===== config.mk =====
export PLATFORM = sky130hd
export DESIGN_NAME = pipe_adder32
export DESIGN_NICKNAME = d
export VERILOG_FILES = /design/src/rtl/pipe_adder32.sv
export SDC_FILE = /design/constraint.sdc
export NUM_CORES = 1
export LEC_CHECK = 0
export CAP_MARGIN = 20
export CORE_MARGIN = 5
export CORE_UTILIZATION = 63
export DETAILED_ROUTE_END_ITERATION = 10
export DONT_BUFFER_PORTS = 1
export PLACE_DENSITY = 0.79
export SYNTH_ARGS = -nofsm -noshare
export SYNTH_HDL_FRONTEND = slang
export SYNTH_SLANG_ARGS = --single-unit

===== constraint.sdc =====
create_clock -name clk -period 6.5 [get_ports clk]
set_input_delay 0.325 -clock clk [delete_from_list [all_inputs] [get_ports clk]]
set_output_delay 0.325 -clock clk [all_outputs]
set_load 0.01 [all_outputs]

===== src/rtl/pipe_adder32.sv =====
// pipe_adder32: segmented, pipelined adder/subtractor.
// Operands are cut into SEG-bit segments. Stage k adds segment k and registers
// its carry for stage k+1. Upper operand segments travel alongside so that each
// one reaches its stage together with its carry. The result bits collected so
// far travel the same way, so the final stage presents the whole word at once.
// One global enable advances every stage, which gives a valid/ready handshake
// with a throughput of one operation per clock.

module pipe_adder32 #(
  parameter int WIDTH = 32,
  parameter int SEG   = 8
) (
  input  logic             clk,
  input  logic             rst,
  input  logic             in_valid,
  output logic             in_ready,
  input  logic [WIDTH-1:0] in1,
  input  logic [WIDTH-1:0] in2,
  input  logic             in_carry,
  input  logic             in_sub,
  output logic             out_valid,
  input  logic             out_ready,
  output logic [WIDTH-1:0] out,
  output logic             out_carry,
  output logic             out_ovf
);

  localparam int NSEG = WIDTH / SEG;

  if (SEG < 1 || SEG > WIDTH || (WIDTH % SEG) != 0) begin : g_bad_param
    $error("pipe_adder32: WIDTH must be a positive multiple of SEG");
  end

  logic             en;
  logic [WIDTH-1:0] b_eff;
  logic             cin_eff;

  // Subtract is add of the inverted operand with the inverted borrow-in.
  assign b_eff   = in2 ^ {WIDTH{in_sub}};
  assign cin_eff = in_carry ^ in_sub;

  // The whole pipe moves only when the output slot is free or being drained.
  assign en       = !out_valid || out_ready;
  assign in_ready = en;

  // One segment of the sum; the top bit is the segment carry-out.
  function automatic logic [SEG:0] seg_add(input logic [SEG-1:0] a,
                                           input logic [SEG-1:0] b,
                                           input logic           c);
    seg_add = {1'b0, a} + {1'b0, b} + {{SEG{1'b0}}, c};
  endfunction

  for (genvar k = 0; k < NSEG; k++) begin : stg
    localparam int RW = (k + 1) * SEG;  // result bits known after this stage
    localparam int UW = WIDTH - RW;     // operand bits still waiting

    logic [SEG-1:0] a_seg;
    logic [SEG-1:0] b_seg;
    logic           c_in;
    logic           v_in;
    logic [SEG:0]   sum;
    logic [RW-1:0]  res_nxt;

    logic           vld_p;
    logic           carry_p;
    logic [RW-1:0]  res_p;

    if (k == 0) begin : g_src
      assign a_seg = in1[SEG-1:0];
      assign b_seg = b_eff[SEG-1:0];
      assign c_in  = cin_eff;
      assign v_in  = in_valid;
    end else begin : g_src
      assign a_seg = stg[k-1].g_skew.a_p[SEG-1:0];
      assign b_seg = stg[k-1].g_skew.b_p[SEG-1:0];
      assign c_in  = stg[k-1].carry_p;
      assign v_in  = stg[k-1].vld_p;
    end

    assign sum = seg_add(a_seg, b_seg, c_in);

    if (k == 0) begin : g_res
      assign res_nxt = sum[SEG-1:0];
    end else begin : g_res
      assign res_nxt = {sum[SEG-1:0], stg[k-1].res_p};
    end

    // ---- stage k register boundary ----
    // Valid bit: cleared by reset, otherwise shifts with the pipe.
    always_ff @(posedge clk) begin
      if (rst) begin
        vld_p <= 1'b0;
      end else if (en) begin
        vld_p <= v_in;
      end
    end

    if (k < NSEG - 1) begin : g_skew
      logic [UW-1:0] a_p;
      logic [UW-1:0] b_p;
      logic [UW-1:0] a_up;
      logic [UW-1:0] b_up;

      if (k == 0) begin : g_up
        assign a_up = in1[WIDTH-1:SEG];
        assign b_up = b_eff[WIDTH-1:SEG];
      end else begin : g_up
        assign a_up = stg[k-1].g_skew.a_p[UW+SEG-1:SEG];
        assign b_up = stg[k-1].g_skew.b_p[UW+SEG-1:SEG];
      end

      // Carry the not-yet-summed operand segments along with their carry.
      always_ff @(posedge clk) begin
        if (en) begin
          a_p <= a_up;
          b_p <= b_up;
        end
      end

      // Partial result and inter-stage carry.
      always_ff @(posedge clk) begin
        if (en) begin
          res_p   <= res_nxt;
          carry_p <= sum[SEG];
        end
      end
    end else begin : g_last
      logic ovf_p;
      logic ovf_nxt;

      // Carry into the MSB is recovered as a^b^sum at that bit.
      assign ovf_nxt = a_seg[SEG-1] ^ b_seg[SEG-1] ^ sum[SEG-1] ^ sum[SEG];

      // Output register: cleared by reset so the idle outputs read zero.
      always_ff @(posedge clk) begin
        if (rst) begin
          res_p   <= '0;
          carry_p <= 1'b0;
          ovf_p   <= 1'b0;
        end else if (en) begin
          res_p   <= res_nxt;
          carry_p <= sum[SEG];
          ovf_p   <= ovf_nxt;
        end
      end
    end
  end

  assign out_valid = stg[NSEG-1].vld_p;
  assign out       = stg[NSEG-1].res_p;
  assign out_carry = stg[NSEG-1].carry_p;
  assign out_ovf   = stg[NSEG-1].g_last.ovf_p;

endmodule

==> impl_results.md <==
- Total routed wirelength: 12,000 um
- Critical path data required time: 6170 ps
- Worst Path Class, Setup: reg -> out
- Max Fanout on Critical Path: 95
- Achievable frequency: 326 MHz
- Mean Syn Cell Area: 14.7 sq um
- Routability cong.: 0.838
- Critical path endpoint category: primary output
- Antenna cells: 0
- CTS Root Cell: clkbuf_16
- Maximum buffer depth of the clock tree: 2
- Comb power frac: 9.9%
- Worst Setup Start Kind: flop
- Gate Count Post-Synth: 493
- Worst-path cell with the longest stage delay: nor2b_4
- Least-Margin Pin Slew: 1080 ps
- Timing endpoint of the critical path: in_ready
- Mapped Area: 0.00726 sq mm
- Number of antenna violations at the first check in global routing: 0
- Final routed wire length divided by cell count: 17.7 um
- RSZ-0062 raised after global routing: no
- Total of fill cells in the finished design: 713
- Number of clock sinks: 185
- Cell leakage power: 3.25 nW
- Clock transition time at the flip-flop clock pins of the worst setup and hold paths: 60 ps
- Final global-route overflow total: 0
- Top-Level Pins: 106
- Path depth of the worst reg2reg path: 5
- CTS tree: built
- Full die area: 0.0138 sq mm
- Result of the run: completed
- Footprint of the multi-input gates: 0.00199 sq mm
- Number of max-capacitance violations reported: 0
- DRC violations left: 0
- Detailed-route via count: 3,807
- Worst-case clock skew: 9.22 ps
- 1st-iter DRT viols: 303
- Die X-Extent: 117 um
- Per-cell via count in the routed design: 5.62
- Setup TNS Final: 0 ps
- First-pass GRT wire length: 19,100 um
- Slew Viols, Final: 0
- Final setup violation count: 0
- Yosys reg bits: 185
- Initial Util: 63.8%
- Distinct cell type count of the synthesized netlist: 35
- Number of global-route vias before repair: 3,873
- Total nets after synthesis: 599
- Layout cell share with drive strength beyond 1: 6.74%
- Worst-Skew Late Latency: 420 ps
- Family with the most delay on the worst path: buffers and inverters
- Total number of yosys warnings: 0
- Switching Share: 22.3%
- Kind of path behind the tightest hold check: in -> reg
- Overall die height: 117 um
- Share of the yosys chip area belonging to registers: 71.3%
- Row cnt: 39
- Number of nets with antenna violations after routing: 0
- Pre-Repair DR Iteration Count: 5
- TritonCTS Buffers: 17
- Final Cycle Share: 47.2%
- Ratio of total power to cell area: 364 mW/mm^2
- # Post-CTS Setup Buffers: 0
- Pin count of the biggest net entering global routing: 96
- Minimum clock period: 3070 ps
- Nets@finish: 627
- Share of power burned in the clock network: 36.6%
- Origin of the critical flop-to-flop path: out_valid
- Count of input and output buffers: 0
- Worst-case register-to-register setup slack: 3760 ps
- Slew headroom: 28.1%
- HPWL after detailed placement: 7360 um
- Placeable core area: 0.0114 sq mm
- Cells along the critical path: nor2b_4 -> inv_6 -> buf_4
- Hold violation total from the final report: 0
- CP peak stage delay: 790 ps
- Number of standard cells in the final layout excluding fillers: 677
- Area growth from synthesis to layout: 14.3%
- End of the worst register-to-register path: out[0]
- Critical Path Source: out_valid
- Worst IR Drop VDD: 0.261 mV
- Footprint of the flip-flops and latches: 0.00517 sq mm
- Crit path buffers/inverters: 2
- Number of stages on the worst setup path: 3
- Total placed cells including tap cells: 620
- Sequential cell fraction of total power: 53.5%
- Worst path arrival time: 2740 ps
- Total global routing track utilization: 17.8%
- Net switching power: 0.674 mW
- CTS HTree Levels: 4
- Internal power summed over all cells: 2.34 mW
cells in the final DEF (no fill, tap or decap), types with 3 or more instances in the layout:
master / n
xor2_1: 38
inv_1: 9
a211oi_1: 6
edfxtp_1: 147
nand3b_1: 3
nand2_1: 63
bufinv_16: 5
a21o_1: 13
o211ai_1: 3
fa_1: 8
clkbuf_16: 17
a211oi_2: 3
o21a_1: 3
dlygate4sd3_1: 24
clkinvlp_4: 4
o21bai_1: 6
nor2_1: 20
ha_1: 28
o21ai_0: 7
xnor2_1: 12
dfxtp_1: 38
a21oi_1: 44
per-stage QoR:
stage | total power [mW] | setup WS (ps) | util [%] | cell area [sq um] | hold slack, ps
CTS | 3.03 | 3380 | 73.0 | 8300 | 21.2
global placement | 1.89 | 3860 | 65.0 | 7390 | 397
finish | 3.02 | 3430 | 73.0 | 8300 | 49.5
floorplan | 1.84 | 1100 | - | 7260 | 400
detailed placement | 1.92 | 3760 | 65.0 | 7390 | 400
global route | 3.15 | 3220 | 73.0 | 8300 | 54.6
power by group through the flow:
stage | combinational, mW | sequential (mW) | clock, mW
6_report | 0.299 | 1.61 | 1.11
5_1_grt | 0.335 | 1.63 | 1.18
4_1_cts | 0.296 | 1.62 | 1.12
3_5_place_dp | 0.275 | 1.64 | 0
3_3_place_gp | 0.256 | 1.63 | 0
2_1_floorplan | 0.232 | 1.61 | 0
Yosys cell counts, drive strengths merged:
| master | n | area share, % |
|---|---|---|
| nand2 | 63 | 3.3 |
| o31ai | 2 | 0.21 |
| or3 | 1 | 0.086 |
| nor2 | 20 | 1.0 |
| nand4b | 2 | 0.24 |
| nor4b | 1 | 0.12 |
| inv | 10 | 0.52 |
| nor4 | 2 | 0.17 |
| a211o | 2 | 0.24 |
| o211a | 2 | 0.28 |
| nor2b | 2 | 0.17 |
| nand3 | 2 | 0.14 |
| o21a | 3 | 0.31 |
| nor3 | 2 | 0.14 |
| o21ai | 8 | 0.55 |
| a21boi | 2 | 0.21 |
| o22ai | 1 | 0.086 |
| fa | 8 | 2.2 |
| edfxtp | 147 | 61 |
| buf | 6 | 0.36 |
| xnor2 | 12 | 1.4 |
| a21o | 13 | 1.3 |
| o211ai | 3 | 0.31 |
| nand3b | 3 | 0.31 |
| o21bai | 6 | 0.62 |
| a21oi | 44 | 3.0 |
| or4 | 2 | 0.21 |
| xor2 | 38 | 4.6 |
| ha | 28 | 4.8 |
| a211oi | 9 | 1.1 |
| dfxtp | 38 | 10 |
| clkbuf | 11 | 0.57 |
layout make-up:
cell class	instances	area share [%]
flip-flops and latches	185	62.4
multi-input cells	281	24.0
clock buffers	20	5.38
repair buffers	26	3.23
clock inverters	12	2.38
well taps	143	2.16
inverters	10	0.513
registers in the layout, summed over array words and instances (netlist names):
signal / count
stg.vld_p: 3
out_carry: 1
out: 32
stg.g_skew.b_p: 48
stg.carry_p: 3
stg.g_skew.a_p: 48
out_valid: 1
stg.res_p: 48
out_ovf: 1
what timing repair did:
action	4_1_cts	5_1_grt
gates resized for setup	0	0
hold buffers	25	0
endpoints found under the hold margin	60	0
logic make-up after synthesis:
logic type	synth area share, %
simple gates	5.88
fa+ha+maj	7.03
compound gates	8.32
xor+xnor	6.03
buf+inv	1.45
flops	71.3
how the worst min path moves through the flow:
stage	start	to	slack (ps)	cells after the start
after floorplan	stg[0].g_skew.a_p[8]	stg[1].g_skew.a_p[0]	400	0
after global placement	rst	out[1]	400	1
after detailed placement	rst	stg[0].vld_p	400	1
after CTS	in_valid	stg[0].vld_p	20	2
after global routing	in_valid	stg[0].vld_p	50	2
final	in_valid	stg[0].vld_p	50	2
worst reg2reg max path, cell delays in order (launching register included):
cell and delay [ps]:
dfxtp_1 380, nor2b_4 790, inv_6 490, buf_4 640, nand2_1 250, a21oi_1 90
per-layer routing:
layer	global-route usage [%]	vias to the layer above	routed length, um
met5	0	-	0
met4	9.93	0	403
met3	5.73	32	557
met2	31.1	103	6490
met1	18.9	1830	4520
li1	-	1842	-
Power figures use the tool's default switching activity.
